`config.mk`:
```
export PLATFORM = sky130hd
export DESIGN_NAME = subword_scheduler
export DESIGN_NICKNAME = d
export VERILOG_FILES = /design/src/rtl/subword_scheduler_pkg.sv /design/src/rtl/subword_scheduler_sbox.sv /design/src/rtl/subword_scheduler.sv
export SDC_FILE = /design/constraint.sdc
export NUM_CORES = 2
export LEC_CHECK = 0
export CELL_PAD_IN_SITES_DETAIL_PLACEMENT = 1
export CELL_PAD_IN_SITES_GLOBAL_PLACEMENT = 1
export CORE_ASPECT_RATIO = 1.75
export CORE_MARGIN = 2
export CORE_UTILIZATION = 40
export DETAILED_ROUTE_END_ITERATION = 7
export MAX_ROUTING_LAYER = met4
export PLACE_DENSITY_LB_ADDON = 0.1
export SYNTH_ARGS = -nofsm -noshare
export SYNTH_HDL_FRONTEND = slang
export SYNTH_HIERARCHICAL = 1
export SYNTH_SLANG_ARGS = --single-unit
```
`constraint.sdc`:
```
create_clock -name clk -period 44.8 [get_ports clk]
set_input_delay 8.96 -clock clk [delete_from_list [all_inputs] [get_ports clk]]
set_output_delay 8.96 -clock clk [all_outputs]
set_load 0.005 [all_outputs]
```
`src/rtl/subword_scheduler_pkg.sv`:
```
// Shared definitions for the S-box word-unit scheduler: widths, FSM encoding
// and the GF(2^8) multiply used to build the byte S-box.
package subword_scheduler_pkg;

  localparam int AES_WORD_W  = 32;
  localparam int AES_STATE_W = 128;
  localparam int AES_NWORDS  = 4;

  localparam logic [1:0] FSM_IDLE = 2'd0;
  localparam logic [1:0] FSM_KS   = 2'd1;
  localparam logic [1:0] FSM_ST   = 2'd2;

  // Multiply in GF(2^8) modulo the AES polynomial x^8 + x^4 + x^3 + x + 1.
  function automatic logic [7:0] gf_mul(input logic [7:0] a, input logic [7:0] b);
    logic [7:0] p;
    logic [7:0] x;
    p = 8'h00;
    x = a;
    for (int i = 0; i < 8; i++) begin
      if (b[i]) p = p ^ x;
      x = {x[6:0], 1'b0} ^ (x[7] ? 8'h1b : 8'h00);
    end
    return p;
  endfunction

endpackage

```
`src/rtl/subword_scheduler_sbox.sv`:
```
// Combinational 32-bit S-box word unit: four byte S-boxes, each a GF(2^8)
// inversion (x^254, zero maps to zero) followed by the AES affine transform.
module subword_scheduler_sbox
  import subword_scheduler_pkg::*;
(
  input  logic [AES_WORD_W-1:0] word_i,
  output logic [AES_WORD_W-1:0] word_o
);

  function automatic logic [7:0] sbox_byte(input logic [7:0] b);
    logic [7:0] x2, x3, x6, x12, x15, x30, x60, x120, x240, inv;
    x2   = gf_mul(b, b);
    x3   = gf_mul(x2, b);
    x6   = gf_mul(x3, x3);
    x12  = gf_mul(x6, x6);
    x15  = gf_mul(x12, x3);
    x30  = gf_mul(x15, x15);
    x60  = gf_mul(x30, x30);
    x120 = gf_mul(x60, x60);
    x240 = gf_mul(x120, x120);
    inv  = gf_mul(gf_mul(x240, x12), x2);
    return inv ^ {inv[6:0], inv[7]} ^ {inv[5:0], inv[7:6]} ^
           {inv[4:0], inv[7:5]} ^ {inv[3:0], inv[7:4]} ^ 8'h63;
  endfunction

  always_comb begin
    word_o = '0;
    for (int i = 0; i < AES_WORD_W / 8; i++) begin
      word_o[8*i +: 8] = sbox_byte(word_i[8*i +: 8]);
    end
  end

endmodule

```
`src/rtl/subword_scheduler.sv`:
```
// Shares one S-box word unit between the key-expansion port (one SubWord per
// request) and the cipher port (SubBytes as four sequential word passes).
module subword_scheduler
  import subword_scheduler_pkg::*;
#(
  parameter logic KS_STRICT_PRI = 1'b0,
  parameter logic RR_INIT       = 1'b0
) (
  input  logic         clk,
  input  logic         rst_n,
  input  logic         ks_req_valid,
  output logic         ks_req_ready,
  input  logic [31:0]  ks_word,
  output logic         ks_rsp_valid,
  output logic [31:0]  ks_rsp_word,
  input  logic         st_req_valid,
  output logic         st_req_ready,
  input  logic [127:0] st_state,
  output logic         st_rsp_valid,
  output logic [127:0] st_rsp_state,
  output logic         busy
);

  // Handshake: a request transfers on a rising edge where valid & ready.
  // Ready is only ever high in IDLE and only for the arbitration winner; the
  // losing requester must hold valid and data stable until it is granted.

  logic [1:0]             state_q, state_d;
  logic [1:0]             idx_q, idx_d;
  logic                   rr_q, rr_d;
  logic [AES_WORD_W-1:0]  ks_op_q, ks_op_d;
  logic [AES_STATE_W-1:0] st_buf_q, st_buf_d;
  logic [AES_WORD_W-1:0]  ks_rsp_word_q, ks_rsp_word_d;
  logic                   ks_rsp_valid_q, ks_rsp_valid_d;
  logic [AES_STATE_W-1:0] st_rsp_state_q, st_rsp_state_d;
  logic                   st_rsp_valid_q, st_rsp_valid_d;

  logic                   idle;
  logic                   ks_win;
  logic                   st_win;
  logic [AES_WORD_W-1:0]  st_word;
  logic [AES_WORD_W-1:0]  sbox_in;
  logic [AES_WORD_W-1:0]  sbox_out;

  // rr_q = 1 means the cipher port is favoured on the next tie.
  assign idle         = (state_q == FSM_IDLE);
  assign ks_win       = ks_req_valid & (~st_req_valid | KS_STRICT_PRI | ~rr_q);
  assign st_win       = st_req_valid & ~ks_win;
  assign ks_req_ready = idle & ks_win;
  assign st_req_ready = idle & st_win;

  always_comb begin
    st_word = '0;
    for (int w = 0; w < AES_NWORDS; w++) begin
      if (idx_q == 2'(w)) st_word = st_buf_q[AES_STATE_W-AES_WORD_W*(w+1) +: AES_WORD_W];
    end
  end

  // The S-box only ever sees registered operands, never the request inputs.
  assign sbox_in = (state_q == FSM_KS) ? ks_op_q : st_word;

  subword_scheduler_sbox u_sbox (
    .word_i (sbox_in),
    .word_o (sbox_out)
  );

  always_comb begin
    state_d        = state_q;
    idx_d          = idx_q;
    rr_d           = rr_q;
    ks_op_d        = ks_op_q;
    st_buf_d       = st_buf_q;
    ks_rsp_word_d  = ks_rsp_word_q;
    st_rsp_state_d = st_rsp_state_q;
    ks_rsp_valid_d = 1'b0;
    st_rsp_valid_d = 1'b0;
    case (state_q)
      FSM_IDLE: begin
        if (ks_req_ready) begin
          ks_op_d = ks_word;
          rr_d    = 1'b1;
          state_d = FSM_KS;
        end else if (st_req_ready) begin
          st_buf_d = st_state;
          idx_d    = 2'd0;
          rr_d     = 1'b0;
          state_d  = FSM_ST;
        end
      end
      FSM_KS: begin
        ks_rsp_word_d  = sbox_out;
        ks_rsp_valid_d = 1'b1;
        state_d        = FSM_IDLE;
      end
      FSM_ST: begin
        for (int w = 0; w < AES_NWORDS; w++) begin
          if (idx_q == 2'(w)) st_buf_d[AES_STATE_W-AES_WORD_W*(w+1) +: AES_WORD_W] = sbox_out;
        end
        if (idx_q == 2'(AES_NWORDS - 1)) begin
          st_rsp_state_d = st_buf_d;
          st_rsp_valid_d = 1'b1;
          idx_d          = 2'd0;
          state_d        = FSM_IDLE;
        end else begin
          idx_d = idx_q + 2'd1;
        end
      end
      default: state_d = FSM_IDLE;
    endcase
  end

  always_ff @(posedge clk or negedge rst_n) begin
    if (!rst_n) begin
      state_q        <= FSM_IDLE;
      idx_q          <= 2'd0;
      rr_q           <= RR_INIT;
      ks_op_q        <= '0;
      st_buf_q       <= '0;
      ks_rsp_word_q  <= '0;
      ks_rsp_valid_q <= 1'b0;
      st_rsp_state_q <= '0;
      st_rsp_valid_q <= 1'b0;
    end else begin
      state_q        <= state_d;
      idx_q          <= idx_d;
      rr_q           <= rr_d;
      ks_op_q        <= ks_op_d;
      st_buf_q       <= st_buf_d;
      ks_rsp_word_q  <= ks_rsp_word_d;
      ks_rsp_valid_q <= ks_rsp_valid_d;
      st_rsp_state_q <= st_rsp_state_d;
      st_rsp_valid_q <= st_rsp_valid_d;
    end
  end

  assign ks_rsp_valid = ks_rsp_valid_q;
  assign ks_rsp_word  = ks_rsp_word_q;
  assign st_rsp_valid = st_rsp_valid_q;
  assign st_rsp_state = st_rsp_state_q;
  assign busy         = ~idle;

endmodule

```
======== After elaboration in Yosys (flattened, before gate mapping) ========
Cells that the tools add are included.
word-level totals
  word-level logic and storage cells ...... 1358
  output and inout bits ................... 165
  register bits ........................... 327
  input bits .............................. 164
cells by class
  bitwise operators ....................... 645
  reductions and logical operators ........ 9
  eq/ne operators ......................... 9
  multiplexer cells ....................... 685
  add/sub/neg operators ................... 1
operator list
  operator                                                         count
  8-bit bitwise XOR                                                632
  8-bit 2-to-1 mux                                                 352
  5-bit 2-to-1 mux                                                 308
  32-bit 2-to-1 mux                                                9
  128-bit 2-to-1 mux                                               2
  128-bit one-hot mux with 2 select lines                          1
  4-bit inverter                                                   4
  2-bit 2-to-1 mux                                                 6
  2-bit one-hot mux with 2 select lines                            2
  2-bit AND reduction                                              4
  2-bit == test, second input constant                             3
  2-bit inequality test, second input constant                     3
  1-bit 2-to-1 mux                                                 5
  1-bit bitwise AND                                                4
  2-bit by 1-bit == test with 1-bit output, second input constant  2
  2-bit zero test                                                  2
  1-bit inverter                                                   4
  2-bit nonzero test                                               2
  3-bit inequality test, second input constant                     1
  3-bit AND reduction                                              1
  2-bit by 1-bit adder with 2-bit output, second input constant    1
  1-bit bitwise OR                                                 1

======== Depth between registers and ports, before layout ========
  depth in word-level cells ............... 189
  mapped depth ............................ 86
  gate-level depth less buffers ........... 75

======== Modules after synthesis ========
Netlist, hierarchy kept.
by module, submodules not included
  module                  sequential area each (sq um)  cells each  area an instance (sq um)  times used
  subword_scheduler_sbox  0.0                           5842        45483.6                   1
  subword_scheduler       8182.8                        1695        17008.8                   1

======== Worst setup path after synthesis ========
OpenSTA, ideal clock, no wires.
  path kind ............................... flip-flop to flip-flop
  start point ............................. register idx_q[0]
  end point ............................... register st_buf_q[4]
  data required time ...................... 44689 ps
  setup slack ............................. 24327 ps
  stages on the path, launching flop included .. 82
  clock period less this slack ............ 20473 ps
  path buffers ............................ 11
  library setup time ...................... 111 ps
  data arrival time ....................... 20362 ps
  cells stage by stage .................... dfrtp_1 -> ha_1 -> buf_2 -> nor3b_1 -> clkbuf_1 -> a211o_1 -> a22o_1 -> buf_2 -> buf_2 -> buf_1 -> a22oi_1 -> xor2_1 -> xnor3_1 -> xnor2_1 -> nand2_1 -> xnor3_1 -> xor2_1 -> xnor2_1 -> [46 not listed] -> xor2_1 -> xnor3_1 -> nor2_1 -> xnor3_1 -> xnor2_1 -> xnor2_1 -> buf_2 -> xor2_2 -> xnor2_1 -> nand2_1 -> xnor3_1 -> xnor3_1 -> xnor2_2 -> xnor3_1 -> xnor2_1 -> nand4bb_1 -> o21ai_0 -> a222oi_1
between the ends
  longest elaborated chain between the ends .. 181
  elaborated cells on any way between the ends .. 334
  those cells by class .................... eq/ne (3); mux (172); bitwise (158); reduce/logical (1)
RTL lines
  element                                                       RTL line                                                  RTL
  from (decl)                                                   subword_scheduler.sv:29                                   logic [1:0] idx_q, idx_d;
  from (signal assigned)                                        subword_scheduler.sv:125                                  idx_q <= idx_d;
  2-bit zero test                                               subword_scheduler.sv:55                                   if (idx_q == 2'(w)) st_word = st_buf_q[AES_STATE_W-AES_WORD_W*(w+1) +: AES_WORD_W];
  32-bit 2-to-1 mux (3 in series)                               subword_scheduler.sv:55
  32-bit 2-to-1 mux *                                           subword_scheduler.sv:55
  32-bit 2-to-1 mux *                                           subword_scheduler.sv:60                                   assign sbox_in = (state_q == FSM_KS) ? ks_op_q : st_word;
  via sbox_in[6]                                                subword_scheduler.sv:42                                   logic [AES_WORD_W-1:0] sbox_in;
  8-bit bitwise XOR / 8-bit 2-to-1 mux (equally long branches)  subword_scheduler_pkg.sv:21, subword_scheduler_pkg.sv:20
  8-bit bitwise XOR                                             subword_scheduler_pkg.sv:20                               if (b[i]) p = p ^ x;
  8-bit 2-to-1 mux                                              subword_scheduler_pkg.sv:20
  [163 not listed]                                              --
  8-bit 2-to-1 mux                                              subword_scheduler_pkg.sv:20
  8-bit bitwise XOR                                             subword_scheduler_pkg.sv:20
  8-bit 2-to-1 mux *                                            subword_scheduler_pkg.sv:20
  8-bit bitwise XOR (3 in series)                               subword_scheduler_sbox.sv:22                              return inv ^ {inv[6:0], inv[7]} ^ {inv[5:0], inv[7:6]} ^
  8-bit bitwise XOR *                                           subword_scheduler_sbox.sv:23                              {inv[4:0], inv[7:5]} ^ {inv[3:0], inv[7:4]} ^ 8'h63;
  via sbox_out[4]                                               subword_scheduler.sv:43                                   logic [AES_WORD_W-1:0] sbox_out;
  32-bit 2-to-1 mux *                                           subword_scheduler.sv:97                                   if (idx_q == 2'(w)) st_buf_d[AES_STATE_W-AES_WORD_W*(w+1) +: AES_WORD_W] = sbox_out;
  128-bit one-hot mux with 2 select lines *                     subword_scheduler.sv:77                                   case (state_q)
  to (signal assigned)                                          subword_scheduler.sv:128                                  st_buf_q <= st_buf_d;
  to (decl)                                                     subword_scheduler.sv:32                                   logic [AES_STATE_W-1:0] st_buf_q, st_buf_d;
Mark *: on every way through the listed nets, which the timed path passes. The rest lies on a longest branch.
A chain may end at the register's enable or synchronous reset.

======== Worst setup path after layout ========
  start point ............................. register state_q[0]
  end point ............................... register st_buf_q[53]
between the ends
  longest elaborated chain between the ends .. 178
  elaborated cells on any way between the ends .. 336
  those cells by class .................... eq/ne (4); mux (168); bitwise (161); reduce/logical (3)
RTL lines
  element                                     RTL line                      RTL
  from (decl)                                 subword_scheduler.sv:28       logic [1:0] state_q, state_d;
  from (signal assigned)                      subword_scheduler.sv:124      state_q <= state_d;
  2-bit by 1-bit == test with 1-bit output *  subword_scheduler.sv:60
  32-bit 2-to-1 mux *                         subword_scheduler.sv:60
  via sbox_in[16]                             subword_scheduler.sv:42
  8-bit 2-to-1 mux                            subword_scheduler_pkg.sv:20
  8-bit bitwise XOR                           subword_scheduler_pkg.sv:20
  8-bit 2-to-1 mux                            subword_scheduler_pkg.sv:20
  8-bit bitwise XOR                           subword_scheduler_pkg.sv:20
  8-bit 2-to-1 mux                            subword_scheduler_pkg.sv:20
  [162 not listed]                            --
  8-bit bitwise XOR                           subword_scheduler_pkg.sv:20
  8-bit 2-to-1 mux *                          subword_scheduler_pkg.sv:20
  8-bit bitwise XOR (3 in series)             subword_scheduler_sbox.sv:22
  8-bit bitwise XOR *                         subword_scheduler_sbox.sv:23
  4-bit inverter (no source line) *           --
  via sbox_out[21]                            subword_scheduler.sv:43
  32-bit 2-to-1 mux *                         subword_scheduler.sv:97
  128-bit one-hot mux with 2 select lines *   subword_scheduler.sv:77
Marks and branches as above.

==> impl_metrics.ini <==
[outcome]
status = completed

[clock_tree]
clk_pin_slew_ns = 0.06
clock_path_buffers = 3
clkSinkCount = 327
root_buffer = clkbuf_16
ctsResizeCount = 0
cts_tree = built
post_cts_buffers = 0
hold_buffers = 0
numCtsBuffers = 37
clkLatencyLatePin_ns = 0.60
cts_htree_levels = 2

[logic_synthesis]
ys.flop_type = dfrtp_1
yosysTopAreaCell = xnor2_1
synth_warnings = 6
netlist_instances = 7537
syn_nets = 7733
yosysUniqueCellTypes = 127
async_flop_share = 1.00
yosys.area.top_type_share = 0.152
ys_ff_latch = 327
synth_area_leaders = xnor2_1, dfrtp_1, xnor3_1
synthTopCellsByCount = xnor2_1, nor2_1, nand2_1
synth.most_common_cell = xnor2_1
syn-mean-instance-area_um2 = 8.29
syn-cell-area_um2 = 62500
synth_edf_count = 0
ys_seq_area_frac = 0.131

[critical_path]
cp.arrival_ns = 26.22
crit_end = st_buf_q[53]$_DFFE_PN0P_
cp-startpoint = state_q[0]$_DFFE_PN0P_
cp_max_fo = 56
critPathLaunchType = flip-flop
r2r_slack_ns = 18.97
critical-path-slowest-cell = xor2_2
reg2reg_depth = 70
r2r_end = st_buf_q[53]$_DFFE_PN0P_
reg2reg_from = state_q[0]$_DFFE_PN0P_
timing.critical_path.mode_cell = xnor2_1
critical_path.max_stage_delay_ns = 0.92
criticalPathCategory = flip-flop to flip-flop
critical_path_required_ns = 45.18
endpoint_kind = flip-flop

[timing]
rsz0062_at_grt = false
period_needed_ns = 25.83
slew_headroom = 0.169
hold_violations = 0
setup-tns-final_ns = 0
finClkSkew_ns = 0.0518
report.final.slew_viol_count = 0
fmax_ghz = 0.0387
fin_crit_sh = 0.577
final-setup-viol-count = 0
worst_pin_slew_ns = 1.24

[route]
wl_met3_mm = 9.02
num_vias = 56600
vias_per_cell = 5.87
ant_nets = 0
drt_iter0_drc = 3013
drc_errors = 0
wl_met2_mm = 123
drt_first_pass_iters = 5
routed.top_layer = met4
m1WireLength_mm = 91.3
avgRoutedWirePerCell_um = 24.1
drt_wl_total_mm = 233

[placement]
dpl-instance-area_um2 = 67500
gp_congestion = 0.912
io_buffers = 328
dp_hpwl_mm = 173
dp.cells = 9544

[run]
cap_violations = 0

[cells_and_area]
drive_above_1_share = 0.0901
finalNetCount = 7753
finalNonFillerCells = 9639
final_cell_area_um2 = 68800
final.fill_count = 18500
syn2layout_area_growth_pct = 10.2

[floorplanning]
fp.dieW_um = 303
coreArea_um2 = 155000
fp.dieH_um = 527
start_util = 0.404
rows = 191
io-pin-count = 329
dieArea_um2 = 160000

[global_route]
track_usage = 0.292
grt_pass1_wl_mm = 360
grt_antenna_before_repair = 30
grt_pass1_vias = 59400
grt_max_degree = 226
grt-ovfl-total = 0

[min_path]
min_from = ks_rsp_word[20]$_DFFE_PN0P_
hold_class = flip-flop to flip-flop
==> kinds of logic (layout without fill, tap and decap cells) <==
| group | count (synthesis) | after routing | synth area share |
|---|---|---|---|
| compound gates | 1583 | 1583 | 0.170 |
| xor+xnor | 1931 | 1931 | 0.375 |
| fa+ha+maj | 32 | 32 | 0.00641 |
| buf+inv | 723 | 769 | 0.0542 |
| flops | 327 | 327 | 0.131 |
| mux | 402 | 402 | 0.0669 |
| other cells | 0 | 30 | 0 |
| simple gates | 2539 | 2539 | 0.197 |
==> critical path, delay by kind of cell (launching register included) <==
family,cells,cell delay [ns]
muxes,5,1.18
and+or+nand+nor,9,2.83
AOI/OAI and AO/OA,12,2.75
adders and majority gates,4,1.83
DFF,1,0.85
xor gates and xnor gates,32,13.16
buffers and inverters,8,2.89
==> per-layer routing <==
layer | track usage | vias to the layer above
li1 | - | 26400
met1 | 0.325 | 28700
met2 | 0.532 | 1154
met3 | 0.0337 | 383
met4 | 0.108 | 0
met5 | - | -
==> layout make-up <==
| type | instances | area (µm²) | area share |
|---|---|---|---|
| clock inverters | 12 | 218 | 0.00316 |
| repair buffers | 550 | 4990 | 0.0725 |
| diodes | 30 | 75.1 | 0.00109 |
| flip-flops and latches | 327 | 8190 | 0.119 |
| multi-input cells | 6487 | 51200 | 0.743 |
| well taps | 2026 | 2530 | 0.0368 |
| inverters | 154 | 581 | 0.00843 |
| clock buffers | 53 | 1090 | 0.0158 |
==> registers in the layout, summed over array words and instances, names as in the netlist, 2 cells and up <==
register	flops
ks_op_q	32
ks_rsp_word	32
st_buf_q	128
state_q	2
idx_q	2
st_rsp_state	128
==> cell usage in the layout (no fill, tap or decap), types with 33 or more instances in the layout <==
| cell | n |
|---|---|
| mux2i_1 | 287 |
| xnor2_1 | 1063 |
| nor2_1 | 853 |
| a211oi_1 | 45 |
| a21oi_1 | 282 |
| a31oi_1 | 39 |
| mux2_2 | 111 |
| nand4bb_1 | 124 |
| a22oi_1 | 137 |
| a222oi_1 | 46 |
| xnor2_2 | 101 |
| xor2_2 | 33 |
| buf_4 | 219 |
| clkdlybuf4s50_1 | 327 |
| xnor3_1 | 302 |
| o211ai_1 | 55 |
| inv_1 | 133 |
| a211o_1 | 48 |
| and2_1 | 53 |
| nand3_1 | 128 |
| dfrtp_1 | 325 |
| nor3_1 | 133 |
| nand2_1 | 827 |
| nor2b_1 | 55 |
| o22ai_1 | 72 |
| xor2_1 | 336 |
| a22o_1 | 36 |
| a21o_1 | 55 |
| clkbuf_16 | 37 |
| or3_1 | 38 |
| nand2b_1 | 70 |
| xor3_1 | 48 |
| and3b_1 | 37 |
| o21ai_0 | 423 |
==> through the flow <==
stage          hold WS, ns  setup WS, ns   util
2_1_floorplan        0.463         24.33      -
3_3_place_gp         0.459         19.22  0.436
3_5_place_dp         0.461         18.98  0.436
4_1_cts              0.481         18.79  0.444
5_1_grt              0.509         17.06  0.445
6_report             0.476         18.97  0.445
==> worst min-delay path by stage <==
stage / to / slack [ns] / depth (start not counted)
finish: ks_rsp_word[20]$_DFFE_PN0P_ / 0.48 / 2
global route: ks_rsp_word[2]$_DFFE_PN0P_ / 0.51 / 2
CTS: ks_rsp_word[20]$_DFFE_PN0P_ / 0.48 / 2
detailed placement: ks_rsp_word[29]$_DFFE_PN0P_ / 0.46 / 2
global placement: ks_rsp_word[20]$_DFFE_PN0P_ / 0.46 / 2
floorplan: rr_q$_DFFE_PN0P_ / 0.46 / 1
Power is left out: the tool's default activity adds up to more than one toggle a clock period on the data nets, which glitch-free logic cannot reach.
